$ cat src/rtl/bird_io_bridge.sv
// bird_io_bridge: memory-bus bridge for the bird CPU.
// Steers CPU accesses to external RAM or to a 4-word I/O window that holds
// a FIFO-buffered UART transmitter and a single-entry receive holding register.
// Optional macro BIRD_IO_TIMER_EN adds a loadable 16-bit free-running timer
// at IO_BASE+3.
module bird_io_bridge #(
  parameter int          CLKS_PER_BIT = 434,
  parameter int          FIFO_DEPTH   = 8,
  parameter logic [15:0] IO_BASE      = 16'h0FF0
) (
  input  logic        clk,
  input  logic        rst_n,
  input  logic [15:0] address,
  input  logic [15:0] data_out,
  input  logic        memwt,
  output logic [15:0] data_in,
  input  logic [15:0] ram_rdata,
  output logic        ram_we,
  input  logic        ext_valid,
  input  logic [7:0]  ext_data,
  output logic        ext_ready,
  output logic        uart_tx
);

  localparam int PW = $clog2(FIFO_DEPTH);
  localparam int CW = PW + 1;
  localparam int BW = $clog2(CLKS_PER_BIT);

  typedef enum logic [1:0] {IDLE, START, DATA, STOP} tx_state_e;

  // Bus decode
  logic       io_sel, io_wr;
  logic [1:0] io_off;
  assign io_sel = (address[15:2] == IO_BASE[15:2]);
  assign io_off = address[1:0];
  assign io_wr  = memwt & io_sel;
  assign ram_we = memwt & ~io_sel;

  // TX FIFO state
  logic [7:0]    mem_q [FIFO_DEPTH];
  logic [PW-1:0] wptr_q, wptr_d, rptr_q, rptr_d;
  logic [CW-1:0] count_q, count_d;
  logic          ovf_q, ovf_d;
  logic          tx_full, tx_empty, push, pop;

  // TX serializer state
  tx_state_e     state_q;
  logic [BW-1:0] baud_q;
  logic [2:0]    bit_q;
  logic [7:0]    shift_q;
  logic          tx_q;
  logic          baud_last;

  // RX holding register
  logic       rx_valid_q;
  logic [7:0] rx_byte_q;

  logic [15:0] timer_rd;

  assign tx_full   = (count_q == CW'(FIFO_DEPTH));
  assign tx_empty  = (count_q == '0);
  // Full FIFO drops the push even if a pop happens on the same edge
  assign push      = io_wr & (io_off == 2'd0) & ~tx_full;
  assign pop       = (state_q == IDLE) & ~tx_empty;
  assign baud_last = (baud_q == BW'(CLKS_PER_BIT - 1));

  // FIFO pointer/count/overflow next state
  always_comb begin
    wptr_d  = wptr_q;
    rptr_d  = rptr_q;
    count_d = count_q;
    ovf_d   = ovf_q;
    if (push) wptr_d = wptr_q + PW'(1);
    if (pop)  rptr_d = rptr_q + PW'(1);
    if (push && !pop)      count_d = count_q + CW'(1);
    else if (!push && pop) count_d = count_q - CW'(1);
    if (io_wr && io_off == 2'd0 && tx_full) ovf_d = 1'b1;
    else if (io_wr && io_off == 2'd1)       ovf_d = 1'b0;
  end

  // FIFO control registers
  always_ff @(posedge clk) begin
    if (!rst_n) begin
      wptr_q  <= '0;
      rptr_q  <= '0;
      count_q <= '0;
      ovf_q   <= 1'b0;
    end else begin
      wptr_q  <= wptr_d;
      rptr_q  <= rptr_d;
      count_q <= count_d;
      ovf_q   <= ovf_d;
    end
  end

  // FIFO storage; contents are don't-care until written so no reset
  always_ff @(posedge clk) begin
    if (rst_n && push) mem_q[wptr_q] <= data_out[7:0];
  end

  // UART TX FSM; uart_tx is registered from the current state, so it lags
  // the state by one cycle and every bit still lasts CLKS_PER_BIT cycles
  always_ff @(posedge clk) begin
    if (!rst_n) begin
      state_q <= IDLE;
      baud_q  <= '0;
      bit_q   <= '0;
      shift_q <= '0;
      tx_q    <= 1'b1;
    end else begin
      case (state_q)
        IDLE: begin
          tx_q <= 1'b1;
          if (!tx_empty) begin
            shift_q <= mem_q[rptr_q];
            baud_q  <= '0;
            bit_q   <= '0;
            state_q <= START;
          end
        end
        START: begin
          tx_q <= 1'b0;
          if (baud_last) begin
            baud_q  <= '0;
            state_q <= DATA;
          end else baud_q <= baud_q + BW'(1);
        end
        DATA: begin
          tx_q <= shift_q[0];
          if (baud_last) begin
            baud_q  <= '0;
            shift_q <= shift_q >> 1;
            if (bit_q == 3'd7) state_q <= STOP;
            else               bit_q   <= bit_q + 3'd1;
          end else baud_q <= baud_q + BW'(1);
        end
        default: begin
          tx_q <= 1'b1;
          if (baud_last) begin
            baud_q  <= '0;
            state_q <= IDLE;
          end else baud_q <= baud_q + BW'(1);
        end
      endcase
    end
  end

  // RX capture; a capture and an ack cannot coincide since ready is low when full
  always_ff @(posedge clk) begin
    if (!rst_n) begin
      rx_valid_q <= 1'b0;
      rx_byte_q  <= '0;
    end else if (ext_valid && !rx_valid_q) begin
      rx_valid_q <= 1'b1;
      rx_byte_q  <= ext_data;
    end else if (io_wr && io_off == 2'd2) begin
      rx_valid_q <= 1'b0;
    end
  end

  assign ext_ready = ~rx_valid_q;
  assign uart_tx   = tx_q;

`ifdef BIRD_IO_TIMER_EN
  logic [15:0] timer_q;
  // Free-running timer; a write loads instead of incrementing on that edge
  always_ff @(posedge clk) begin
    if (!rst_n)                        timer_q <= '0;
    else if (io_wr && io_off == 2'd3)  timer_q <= data_out;
    else                               timer_q <= timer_q + 16'd1;
  end
  assign timer_rd = timer_q;
`else
  logic unused_data_hi;
  assign unused_data_hi = ^data_out[15:8];
  assign timer_rd       = '0;
`endif

  // Combinational read mux, no read side effects
  always_comb begin
    data_in = ram_rdata;
    if (io_sel) begin
      case (io_off)
        2'd0:    data_in = '0;
        2'd1:    data_in = {12'h000, ovf_q, rx_valid_q, tx_empty, tx_full};
        2'd2:    data_in = {8'h00, rx_byte_q};
        default: data_in = timer_rd;
      endcase
    end
  end

endmodule

$ cat config.mk
export PLATFORM = sky130hd
export DESIGN_NAME = bird_io_bridge
export DESIGN_NICKNAME = d
export VERILOG_FILES = /design/src/rtl/bird_io_bridge.sv
export SDC_FILE = /design/constraint.sdc
export NUM_CORES = 1
export LEC_CHECK = 0
export CAP_MARGIN = 10
export CORE_MARGIN = 4
export CORE_UTILIZATION = 45
export CTS_BUF_LIST = sky130_fd_sc_hd__clkbuf_4 sky130_fd_sc_hd__clkbuf_8 sky130_fd_sc_hd__clkbuf_16
export CTS_CLUSTER_SIZE = 16
export DETAILED_ROUTE_END_ITERATION = 12
export GPL_TIMING_DRIVEN = 0
export PLACE_DENSITY = 0.69
export SETUP_SLACK_MARGIN = 0.4
export SYNTH_ARGS = -nofsm -noshare
export SYNTH_HDL_FRONTEND = slang
export SYNTH_SLANG_ARGS = --single-unit
$ cat constraint.sdc
create_clock -name clk -period 3.7 [get_ports clk]
set_clock_uncertainty 0.1 [all_clocks]
set_input_delay 0.37 -clock clk [delete_from_list [all_inputs] [get_ports clk]]
set_output_delay 0.37 -clock clk [all_outputs]
set_load 0.02 [all_outputs]
==> results <==
-- power groups by stage --
stage	Clock, mW	Combinational, mW	Sequential (mW)
6_report	0.766	1.13	1.46
5_1_grt	0.832	1.26	1.47
4_1_cts	0.783	1.14	1.46
3_5_place_dp	0	1.13	1.49
3_3_place_gp	0	1.09	1.48
2_1_floorplan	0	0.820	1.47
-- what timing repair did --
action / 4_1_cts / 5_1_grt
hold endpoints to repair: 0 / 0
buffers inserted: 0 / 2
resized for setup: 3 / 10
pin swaps: 0 / 1
setup endpoints to repair: 40 / 16
-- sequential cells by signal (all words and copies together), names as in the netlist, named ones only --
name and count:
rx_byte_q 8, ovf_q 1, bit_q 3, baud_q 9, uart_tx 1, count_q 4, rptr_q 3, shift_q 8
state_q 2, mem_q 64, rx_valid_q 1, wptr_q 3
-- cell families (layout without fill, tap and decap cells) --
group | count (synthesis) | in the layout
AND/OR/NAND/NOR | 144 | 144
multiplexers | 25 | 25
AO/OA/AOI/OAI | 74 | 74
adder cells (fa/ha/maj) | 17 | 17
XOR/XNOR | 4 | 4
flip-flops | 110 | 110
buffers and inverters | 37 | 128
-- routing by layer --
| layer | routed length [um] | vias to the layer above | share of wire [%] | GRT usage, % |
|---|---|---|---|---|
| met1 | 4670 | 1781 | 42 | 23.1 |
| met3 | 455 | 14 | 4.1 | 3.13 |
| li1 | - | 1714 | - | - |
| met4 | 201 | 0 | 1.8 | 6.89 |
| met2 | 5900 | 76 | 53 | 32.7 |
| met5 | 0 | - | 0 | 0 |
-- area by class of cell --
type,count,share of cell area (%)
timing repair buffer,75,12.2
clock buffer,11,2.28
tap,136,2.80
buffer,23,1.61
clock inverter,5,1.15
inverter,14,0.864
multi-input combinational,264,32.3
sequential,110,46.8
-- placed cells by master, fill, tap and decap left out, drive strengths merged, types with 4 or more instances in the layout --
cell type / instances
o21ai: 14
mux4: 16
buf: 9
edfxtp: 64
clkbuf: 30
dfxtp: 46
a31o: 8
nor4: 12
nand4: 4
nor3: 4
o22ai: 12
and2: 10
a21oi: 19
nand2: 54
nand2b: 5
nand3: 18
nor2: 20
a22o: 4
ha: 16
clkdlybuf4s50: 65
inv: 17
mux2i: 9
or4: 4
-- final timing paths --
check | to | slack, ns | cells past startpoint
worst max-delay path | data_in[11] | 0.46 | 6
worst min-delay path | rx_byte_q[6] | 0.36 | 2
worst max register to register | count_q[3] | 0.50 | 11
worst min register to register | rx_byte_q[6] | 0.36 | 2
-- Yosys cell counts, drive strengths merged, types with 2 or more instances --
cell type,number,area share [%]
or3,2,0.25
ha,16,4.1
and3,2,0.25
o22ai,12,1.5
nand2b,5,0.64
nand4,4,0.51
nand3,18,1.8
dfxtp,46,19
inv,13,0.99
a22o,4,0.71
a22oi,3,0.46
mux2i,9,1.9
o21ai,14,1.4
nor2,20,1.5
a31o,8,1.4
or4,4,0.76
nor4,12,1.5
a211oi,3,0.46
mux4,16,7.3
buf,5,0.51
xor2,3,0.54
edfxtp,64,39
nor3,4,0.41
a21oi,19,1.9
and2,10,1.3
clkbuf,18,1.4
nand2,54,4.1
or2,3,0.38
a311oi,3,0.54
-- critical path, cell delays in order --
cell and delay, ns:
clkdlybuf4s50_1 0.39, or4_4 0.55, or4_4 0.53, clkbuf_2 0.20, and2_1 0.19, clkdlybuf4s50_1 0.53
==> impl_metrics.ini <==
[status]
status = finished, final reports clean

[route]
drt-wirelength-per-cell_um = 17.6
vias = 3585
vias_per_cell = 5.62
totalWireLength_um = 11200
drtIter0Drc = 252
detail_route.first_pass.iterations = 4
drc = 0
postRouteAntennaNets = 0

[logic_synthesis]
synth-seq-cells = 110
synth-warning-count = 0
synth.distinct_cells = 48
syn_inst = 411
syn_avg_cell_area_um2 = 11.9
synthMuxAreaShare_pct = 9.26
syn_nets = 488
synth-compound-area-share_pct = 9.99
synth_top_family_by_area = simple AND/OR/NAND/NOR gates
synth_xor_area_share_pct = 0.714
synth_edf_count = 64
synth_area_um2 = 4910
synth_fa_ha_area_share_pct = 4.49
synth-async-reset-ratio_pct = 0
synthFlopType = edfxtp_1
yosysSeqAreaShare_pct = 57.9
synthSimpleGateAreaFrac_pct = 14.7

[global_route]
grt_pass1_vias = 3739
grt_max_degree = 20
grt-ovfl-total = 0
grt.total_usage_pct = 18.7
antenna_found_initial = 0
grt_first_pass_wirelength_um = 18700

[place]
placed_area_um2 = 5830
portBuffers = 70
dp_worst_setup_slack_ns = -0.467
place_inst = 620
place.gp.congestion = 0.787
hpwl_um = 8340

[clock_network]
clockBufferDepth = 2
cts_buffers = 9
clkSinkCount = 110
clk_pin_slew_ns = 0.10
htreeDepth = 3
cts_tree = done
worst_skew_pair.late_latency_ns = 0.38
cts-root-buf = clkbuf_8
postCtsHoldBufs = 0

[timing]
timing.final.crit_share_pct = 87.6
rsz0062_at_grt = yes
min_period_ns = 3.24
setup_slack_ns = 0.459
finalHoldViolCount = 0
worstMarginPinSlew_ns = 0.911
drv_slew = 0
relSlewSlack_pct = 38.9
hold_slack_ns = 0.365
fin_setup_tns_ns = 0
fmax_ghz = 0.309
setup_viol = 0

[min_path]
hold_class = reg -> reg
hold_start = rx_byte_q[6]

[critical_path]
cp.required_ns = 3.23
path_class = in -> out
crit_path_end_kind = output pin
crit_path_start_kind = primary input
crit_start = address[13]
worstPathMaxFanout = 10
crit_arrival_ns = 2.77
rr_startpoint = count_q[0]

[layout]
fillers = 877
drive_gt1_share_pct = 13.7
multi_input_area_um2 = 1960
fin_util_pct = 58.1
ff_latch_area_um2 = 2840
fin_cells = 638
syn2layout_area_growth_pct = 23.9
fin_area_um2 = 6080
antenna_cells = 0
nets = 574

[die]
die_area_um2 = 12600
core_um2 = 10500
rows = 37
initial_core_util_pct = 46.9
die-width_um = 112
fp.dieH_um = 112
io_pins = 79

[pwr]
p_comb_share_pct = 33.6
switchingPower_mw = 1.12
pwr-share-clk_pct = 22.8
power_mw = 3.36
p_per_area_nw_per_um2 = 552
p_leak_nw = 2.15
p_int_mw = 2.23
swShare_pct = 33.4
p_seq_share_pct = 43.6
ir_drop_v = 0.000328

[flow_run]
cap_violations = 0
(Power assumes the default switching activity.)
